**src/rtl/zorro2_autoconfig.sv**
```systemverilog
// ---------------------------------------------------------------------------
// zorro2_autoconfig
//
// Zorro II Autoconfig responder for the SF500 fast RAM. Answers host reads of
// the $E80000 config space with the board's nibble-coded identity and accepts
// the base-address write that places the RAM in the memory map.
//
// Optional feature macro: ZORRO2_SHUTUP_EN
//   defined   : a write to $4C parks the board in SHUTUP (chain passed on,
//               RAM never decoded).
//   undefined : a $4C write is acknowledged and ignored.
//
// Ports
//   CLK              system clock, all state on the rising edge
//   RESET            synchronous, active-high reset
//   A[23:1]          CPU address
//   AS_n, UDS_n      asynchronous bus strobes (synchronised internally)
//   RW_n             1 = read, 0 = write
//   D_IN[3:0]        CPU data D[15:12]
//   CONFIG_IN_n      chain enable, low = this board may configure
//   JP2              size jumper, 1 = 8MB, 0 = 4MB
//   D_OUT[3:0]       nibble driven onto D[15:12]
//   D_OE             data-bus drive enable
//   DTACK_n          cycle acknowledge for config accesses
//   BASE_RAM[2:0]    assigned base A[23:21]
//   RAM_CONFIGURED_n low once the base has been written
//   CONFIG_OUT_n     chain output to the next board
// ---------------------------------------------------------------------------
module zorro2_autoconfig #(
    parameter logic [15:0] MANUF_ID   = 16'h07DB,
    parameter logic [7:0]  PRODUCT_ID = 8'h01,
    parameter logic [31:0] SERIAL_NO  = 32'h00000001
) (
    input  logic        CLK,
    input  logic        RESET,
    input  logic [23:1] A,
    input  logic        AS_n,
    input  logic        UDS_n,
    input  logic        RW_n,
    input  logic [3:0]  D_IN,
    input  logic        CONFIG_IN_n,
    input  logic        JP2,
    output logic [3:0]  D_OUT,
    output logic        D_OE,
    output logic        DTACK_n,
    output logic [2:0]  BASE_RAM,
    output logic        RAM_CONFIGURED_n,
    output logic        CONFIG_OUT_n
);

    typedef enum logic {BUS_IDLE, BUS_ACK} bus_state_t;
    typedef enum logic [1:0] {CFG_UNCONF, CFG_CONFIGURED, CFG_SHUTUP} cfg_state_t;

    bus_state_t bus_state_q, bus_state_d;
    cfg_state_t cfg_state_q, cfg_state_d;

    logic       as_meta_q, as_s_q, uds_meta_q, uds_s_q;
    logic [3:0] d_out_q, d_out_d;
    logic [2:0] base_q, base_d;
    logic       ram_cfg_n_q, ram_cfg_n_d;
    logic       cfg_out_n_q, cfg_out_n_d;
    logic       wr_done_q, wr_done_d;
    logic       wr_commit;
    logic       hit;
    logic [3:0] nibble;
    logic [15:0] manuf_sh;
    logic [31:0] serial_sh;
    logic [2:0]  serial_k;

    // Address bits outside the decoded window and D[12] carry no information here.
    logic unused_bits;
    assign unused_bits = ^{A[15:8], D_IN[0]};

    assign hit = !as_s_q && (A[23:16] == 8'hE8) && !CONFIG_IN_n
                 && (cfg_state_q == CFG_UNCONF);

    // Identity nibble lookup. The ID fields are stored inverted on the bus,
    // most significant nibble at the lowest offset.
    assign manuf_sh  = MANUF_ID >> {~A[2:1], 2'b00};
    assign serial_k  = A[3:1] - 3'd4;       // word $0C..$13 -> nibble index 0..7
    assign serial_sh = SERIAL_NO >> {~serial_k, 2'b00};

    always_comb begin
        nibble = 4'hF;
        case (A[7:1])
            7'h00:                      nibble = 4'hE;
            7'h01:                      nibble = JP2 ? 4'h0 : 4'h7;
            7'h02:                      nibble = ~PRODUCT_ID[7:4];
            7'h03:                      nibble = ~PRODUCT_ID[3:0];
            7'h04, 7'h05:               nibble = ~4'h0;
            7'h08, 7'h09, 7'h0A, 7'h0B: nibble = ~manuf_sh[3:0];
            7'h0C, 7'h0D, 7'h0E, 7'h0F,
            7'h10, 7'h11, 7'h12, 7'h13: nibble = ~serial_sh[3:0];
            7'h20, 7'h21:               nibble = 4'h0;
            default:                    nibble = 4'hF;
        endcase
    end

    // Bus FSM: acknowledge decoded config cycles and hold until AS_n releases.
    always_comb begin
        bus_state_d = bus_state_q;
        d_out_d     = d_out_q;
        wr_done_d   = wr_done_q;
        wr_commit   = 1'b0;
        DTACK_n     = 1'b1;
        D_OE        = 1'b0;
        case (bus_state_q)
            BUS_IDLE: begin
                wr_done_d = 1'b0;
                if (hit) begin
                    bus_state_d = BUS_ACK;
                    d_out_d     = nibble;
                end
            end
            BUS_ACK: begin
                if (as_s_q) begin
                    // Strobe gone: release the bus in this very cycle.
                    bus_state_d = BUS_IDLE;
                end else begin
                    DTACK_n = 1'b0;
                    D_OE    = RW_n;
                    // A late UDS still commits, but only once per bus cycle.
                    if (!RW_n && !uds_s_q && !wr_done_q) begin
                        wr_commit = 1'b1;
                        wr_done_d = 1'b1;
                    end
                end
            end
            default: bus_state_d = BUS_IDLE;
        endcase
    end

    // Config FSM: UNCONF until the base write (or shut-up); then terminal.
    always_comb begin
        cfg_state_d = cfg_state_q;
        base_d      = base_q;
        ram_cfg_n_d = ram_cfg_n_q;
        cfg_out_n_d = cfg_out_n_q;
        if (wr_commit && cfg_state_q == CFG_UNCONF) begin
            case (A[7:1])
                7'h24: begin
                    // 2MB granularity: D[15:13] carries A23..A21 of the base.
                    base_d      = D_IN[3:1];
                    ram_cfg_n_d = 1'b0;
                    cfg_out_n_d = 1'b0;
                    cfg_state_d = CFG_CONFIGURED;
                end
`ifdef ZORRO2_SHUTUP_EN
                7'h26: begin
                    cfg_out_n_d = 1'b0;
                    cfg_state_d = CFG_SHUTUP;
                end
`endif
                default: ;
            endcase
        end
    end

    always_ff @(posedge CLK) begin
        if (RESET) begin
            as_meta_q   <= 1'b1;
            as_s_q      <= 1'b1;
            uds_meta_q  <= 1'b1;
            uds_s_q     <= 1'b1;
            bus_state_q <= BUS_IDLE;
            cfg_state_q <= CFG_UNCONF;
            d_out_q     <= 4'hF;
            base_q      <= 3'b000;
            ram_cfg_n_q <= 1'b1;
            cfg_out_n_q <= 1'b1;
            wr_done_q   <= 1'b0;
        end else begin
            as_meta_q   <= AS_n;
            as_s_q      <= as_meta_q;
            uds_meta_q  <= UDS_n;
            uds_s_q     <= uds_meta_q;
            bus_state_q <= bus_state_d;
            cfg_state_q <= cfg_state_d;
            d_out_q     <= d_out_d;
            base_q      <= base_d;
            ram_cfg_n_q <= ram_cfg_n_d;
            cfg_out_n_q <= cfg_out_n_d;
            wr_done_q   <= wr_done_d;
        end
    end

    assign D_OUT            = d_out_q;
    assign BASE_RAM         = base_q;
    assign RAM_CONFIGURED_n = ram_cfg_n_q;
    assign CONFIG_OUT_n     = cfg_out_n_q;

endmodule
```
**config.mk**
```make
export PLATFORM = sky130hd
export DESIGN_NAME = zorro2_autoconfig
export DESIGN_NICKNAME = d
export VERILOG_FILES = /design/src/rtl/zorro2_autoconfig.sv
export SDC_FILE = /design/constraint.sdc
export NUM_CORES = 1
export LEC_CHECK = 0
export CAP_MARGIN = 30
export CORE_MARGIN = 2
export CORE_UTILIZATION = 36
export CTS_CLUSTER_SIZE = 20
export DETAILED_ROUTE_END_ITERATION = 8
export PLACE_DENSITY = 0.77
export RECOVER_POWER = 25
export SLEW_MARGIN = 40
export SYNTH_ARGS = -nofsm -noshare
export SYNTH_HDL_FRONTEND = slang
export SYNTH_SLANG_ARGS = --single-unit
```
**constraint.sdc**
```tcl
create_clock -name CLK -period 2.1 [get_ports CLK]
set_input_delay 0.42 -clock CLK [delete_from_list [all_inputs] [get_ports CLK]]
set_output_delay 0.42 -clock CLK [all_outputs]
set_load 0.005 [all_outputs]
```
# Word-level counts from Yosys, hierarchy flattened

Index checks and enable logic that the tools add are counted.

Add/sub/neg operators: 1
Equality and inequality tests: 20
Shifts and indexed selects: 2
Multiplexer cells: 15
Bitwise logic cells: 5
Reductions and logical operators: 20

Operators by type and width:

| kind                                                                     | count |
|---|---|
| 7-bit by 4-bit equality test with 1-bit output (second input constant)   | 8 |
| 7-bit by 5-bit equality test with 1-bit output (second input constant)   | 4 |
| 7-bit by 6-bit equality test with 1-bit output (second input constant)   | 3 |
| 4-bit case mux with 5 select lines                                       | 1 |
| 1-bit 2-to-1 mux                                                         | 11 |
| 11-bit by 4-bit >> shifter with 4-bit output (first input constant)      | 1 |
| 8-bit equality test (second input constant)                              | 1 |
| 4-bit inverter                                                           | 2 |
| 8-bit OR reduction                                                       | 1 |
| 7-bit by 1-bit equality test with 1-bit output (second input constant)   | 1 |
| 7-bit by 2-bit equality test with 1-bit output (second input constant)   | 1 |
| 7-bit zero test                                                          | 1 |
| 1-bit logical AND                                                        | 6 |
| 2-bit AND reduction                                                      | 3 |
| 1-bit zero test                                                          | 5 |
| 1-bit by 5-bit >> shifter with 4-bit output (first input constant)       | 1 |
| 1-bit case mux with 2 select lines                                       | 2 |
| 2-bit OR reduction                                                       | 2 |
| 4-bit OR reduction                                                       | 1 |
| 3-bit 2-to-1 mux                                                         | 1 |
| 3-bit inverter                                                           | 1 |
| 3-bit subtractor (second input constant)                                 | 1 |
| 2-bit zero test                                                          | 1 |
| 2-bit by 1-bit inequality test with 1-bit output (second input constant) | 1 |
| 3 further kinds                                                          | 3 |

Bits in registers: 15
Input port bits: 34
Output and inout port bits: 11
Logic and storage cells: 73

# Logic depth before layout (Yosys ltp)

Word-level depth: 8
Depth in mapped cells: 6
Depth with buffers taken out: 6

# Worst setup path before layout

Ideal clock, no wire load.

Kind: in2reg
Start point: in A[1] (netlist name)
End point: reg d_out_q[3] (netlist: D_OUT[3])
Library setup time: 0.125 ns
Arrival: 1.725 ns
Required time: 1.975 ns
Path slack: 0.250 ns
Stages on the path: 6
Path buffers: 0
Cell sequence: inv_1 -> ha_1 -> nor4_1 -> or3_1 -> o22ai_1 -> o41a_1

Longest elaborated chain between the ends: 5

RTL lines:

| what                                        | line | RTL |
|---|---|---|
| start: declaration                          | 36   | `input logic [23:1] A,` |
| 3-bit subtractor                            | 80   | `assign serial_k = A[3:1] - 3'd4;` |
| 3-bit inverter                              | 81   | `assign serial_sh = SERIAL_NO >> {~serial_k, 2'b00};` |
| 1-bit by 5-bit >> shifter with 4-bit output | 81   |  |
| 4-bit inverter                              | 93   | `7'h10, 7'h11, 7'h12, 7'h13: nibble = ~serial_sh[3:0];` |
| 4-bit case mux with 5 select lines *        | 85   | `case (A[7:1])` |
| end signal: assignment                      | 179  | `d_out_q <= d_out_d;` |
| end: declaration                            | 58   | `logic [3:0] d_out_q, d_out_d;` |

Every way passes the cells marked *; elsewhere a longest branch is shown, timed or not.
A chain may end at the register's enable or synchronous reset.

# Final worst setup path

Start point: in A[2] (netlist name)
End point: reg d_out_q[3] (netlist: D_OUT[3])

Same word-level chain as after synthesis.

==> results by group <==
Pwr
  • Worst vdd ir: between 200 and 300 uV
  • Leak pwr: 0.514 nW
  • Pwr dens: 433 nW/um^2

Timing
  • Crit share post-route: 97.0%
  • Fmax: 491 MHz
  • Final clock skew: 0.00212 ns
  • Worst rel slew slack: 64.7%
  • Final Slew Violations: 0
  • Tmin final: approximately 2.0 ns
  • Worst-margin pin slew: 0.529 ns
  • Count of final setup violators: 0
  • Final WS setup: between 0.06 and 0.07 ns
  • Final Hold Viols: 0

Layout
  • Fillcell total: 156
  • Final #Nets: ~170
  • Fin util: 65.9%
  • Area Overhead vs Synth: 72.6%
  • Inserted Diodes: 0
  • Layout cell share with drive strength beyond 1: 22.0%

Yosys
  • Number of synthesized flops with an enable pin: 0
  • Sequential area share after synthesis: 39.7%
  • Mapped Area: roughly 760 sq um
  • Syn nets: 119
  • Main synth FF type: dfxtp_1
  • Distinct cells, synth: 35
  • Post-synth top area cell: dfxtp_1
  • Synth top area cells: dfxtp_1 (40%), ha_1 (6.6%), nor2_1 (5.5%), mux2i_1 (4.0%), o32a_1 (4.0%)
  • Yosys top cell area share: 39.7%
  • Post-Synthesis Cells: between 80 and 90
  • #FFs+latches synth: 15
  • Synth warn: 0
  • Syn avg cell area: a little over 9 sq um
  • Fraction of registers with async set/reset: 0%

Clock tree
  • Clock tree from TritonCTS: done
  • Clock slew seen by the registers of the worst setup and hold paths: ~0.080 ns
  • Cts bufs inserted: 3
  • Clk Tree Root Cell: clkbuf_4
  • H-tree depth: 1
  • Max Buffers Root-to-Sink: 2
  • Hold Buf Count CTS: 0
  • Clk Latency, worst-skew pair: 0.28 ns
  • # clock sinks: 15
  • Post-CTS setup buffer count: 0

Floorplan
  • Starting Density: 38.2%
  • Io pins: 45
  • Die width: 49.9 um
  • Core ar.: 1980 sq um
  • DIE HEIGHT: around 50 um
  • Row count: 16
  • Die area: between 2000 and 2500 sq um

Worst setup path
  • WP buf/inv: 3
  • Worst-path maximum fanout: 3
  • Worst stage delay on the critical path: 0.42 ns
  • Setup Crit Path Kind: primary input to flop
  • Critical Path AT: 2.20 ns
  • Reg2reg setup slack: 0.55 ns
  • Required time of the worst setup path: 2.26 ns
  • CP Launch Type: primary input
  • Crit. End Element: flop
  • Slowest CP cell: clkdlybuf4s50_1
  • R2R Path Start: cfg_state_q[0]$_SDFFE_PP0P_
  • Cell with the most instances on the worst path: buf_4
  • Reg2Reg Depth: 4
  • Worst R2R End: D_OUT[0]$_SDFFE_PP1P_
  • Top delay family on crit path: buffers and inverters
  • Sequence of cells on the critical path: clkdlybuf4s50_1, buf_4, ha_1, nor4_2, buf_4, or4_4, nor2_1, o41a_1

Job
  • Max-capacitance violation count: 0

Hold path
  • Hold_sp: uds_meta_q$_SDFF_PP1_
  • Hold Path Stages: 1
  • Worst Hold Class: flop to flop
  • Hold EP: uds_s_q$_SDFF_PP1_

Global route
  • Initial antenna violation count: 0
  • Vias in the first global route: 804
  • Aggregate global-route resource usage: 19.1%
  • Largest net degree at the start of global routing: 15
  • GRT Residual Overflow: 0
  • First-pass GRT wire length: about 3600 um

Placement
  • GPL Wtd Cong: 0.855
  • Port buffer count: 35
  • Final HPWL DP: 1610 um
  • Setup WS pre-CTS: -0.369 ns

Route
  • DR WL/cell: 13.2 um
  • DRC viols: 0
  • Drt total wl: 2090 um
  • Starting DRC count in detailed routing: 8
  • Routed vias/inst: 4.98
  • Antenna-violating nets left: 0
  • DRT Pass-1 Iters: 4
  • DR vias: 792

Outcome
  • Outcome: completed
[placed cells by master, fill, tap and decap left out, types with 2 or more instances in the layout]
cell,Yosys,layout
buf_4,1,12
nor4b_1,2,2
a21oi_1,5,5
clkbuf_4,0,3
o32a_1,3,3
clkdlybuf4s50_1,0,33
dfxtp_1,15,15
nor4_2,1,2
mux2i_1,3,3
nor2b_1,2,2
or2_2,4,4
ha_1,4,3
clkbuf_1,1,3
nor2_1,11,11
inv_1,4,4
[through the flow]
step                      total power [mW]  setup TNS, ns  area, sq um  std cells  hold slack, ns
after CTS                            0.570              0         1290        159           0.410
after global placement               0.399         -0.880         1230        155           0.392
after detailed placement             0.403          -1.48         1230        155           0.393
after floorplan                      0.326              0          757         81           0.389
final                                0.565              0         1310        159           0.409
after global routing                 0.598      -0.000391         1310        159           0.425
[Yosys cell counts (all sizes together) (2+ instances only)]
cell,instances
nor4,4
o32a,3
dfxtp,15
mux2i,3
nor2b,2
a21oi,5
inv,4
nor4b,2
or3,2
nor2,12
ha,4
or2,4
[registers in the layout (all words and copies together) (netlist names)]
signal and count:
cfg_state_q 1, uds_s_q 1, CONFIG_OUT_n 1, uds_meta_q 1
BASE_RAM 3, as_s_q 1, bus_state_q 1, as_meta_q 1
D_OUT 4, wr_done_q 1
[how the worst max path moves through the flow]
stage,startpoint,endpoint,cells past startpoint
CTS,A[1],D_OUT[3]$_SDFFE_PP1P_,7
floorplan,A[1],D_OUT[3]$_SDFFE_PP1P_,6
global placement,A[1],D_OUT[3]$_SDFFE_PP1P_,7
finish,A[2],D_OUT[3]$_SDFFE_PP1P_,8
detailed placement,A[1],D_OUT[3]$_SDFFE_PP1P_,7
global route,A[2],D_OUT[3]$_SDFFE_PP1P_,8
[logic make-up after synthesis]
kind of cell	share of synthesized area, %
AND/OR/NAND/NOR	30.4
AO/OA/AOI/OAI	15.9
flip-flops	39.7
buffers and inverters	3.47
adder cells (fa/ha/maj)	6.61
multiplexers	3.97
[area by class of cell]
| cell class | instances | area (sq um) | area share, % |
|---|---|---|---|
| Tap cell | 27 | 33.8 | 2.59 |
| Clock buffer | 4 | 26.3 | 2.01 |
| Inverter | 4 | 15.0 | 1.15 |
| Timing Repair Buffer | 49 | 450 | 34.5 |
| Sequential cell | 15 | 300 | 23.0 |
| Multi-Input combinational cell | 60 | 480 | 36.8 |
[repair_timing]
| action | in CTS | in global routing |
|---|---|---|
| gates resized for setup | 6 | 3 |
| gates cloned | 0 | 0 |
| pin swaps | 0 | 2 |
| endpoints found under the setup margin | 3 | 3 |
[where the power goes]
part	total, mW	leakage, nW	switching, mW	internal, mW
sequential	0.289	0.122	0.00129	0.288
combinational	0.117	0.377	0.0439	0.0733
clock	0.159	0.0150	0.0854	0.0737
total	0.565	0.514	0.131	0.435
[routing by layer]
layer | track usage, % | vias up | share of wire, %
li1 | - | 399 | -
met1 | 21.5 | 362 | 41
met2 | 33.1 | 27 | 50
met3 | 4.85 | 4 | 7.7
met4 | 9.72 | 0 | 1.6
met5 | 0 | - | 0
Power figures use the tool's default switching activity.
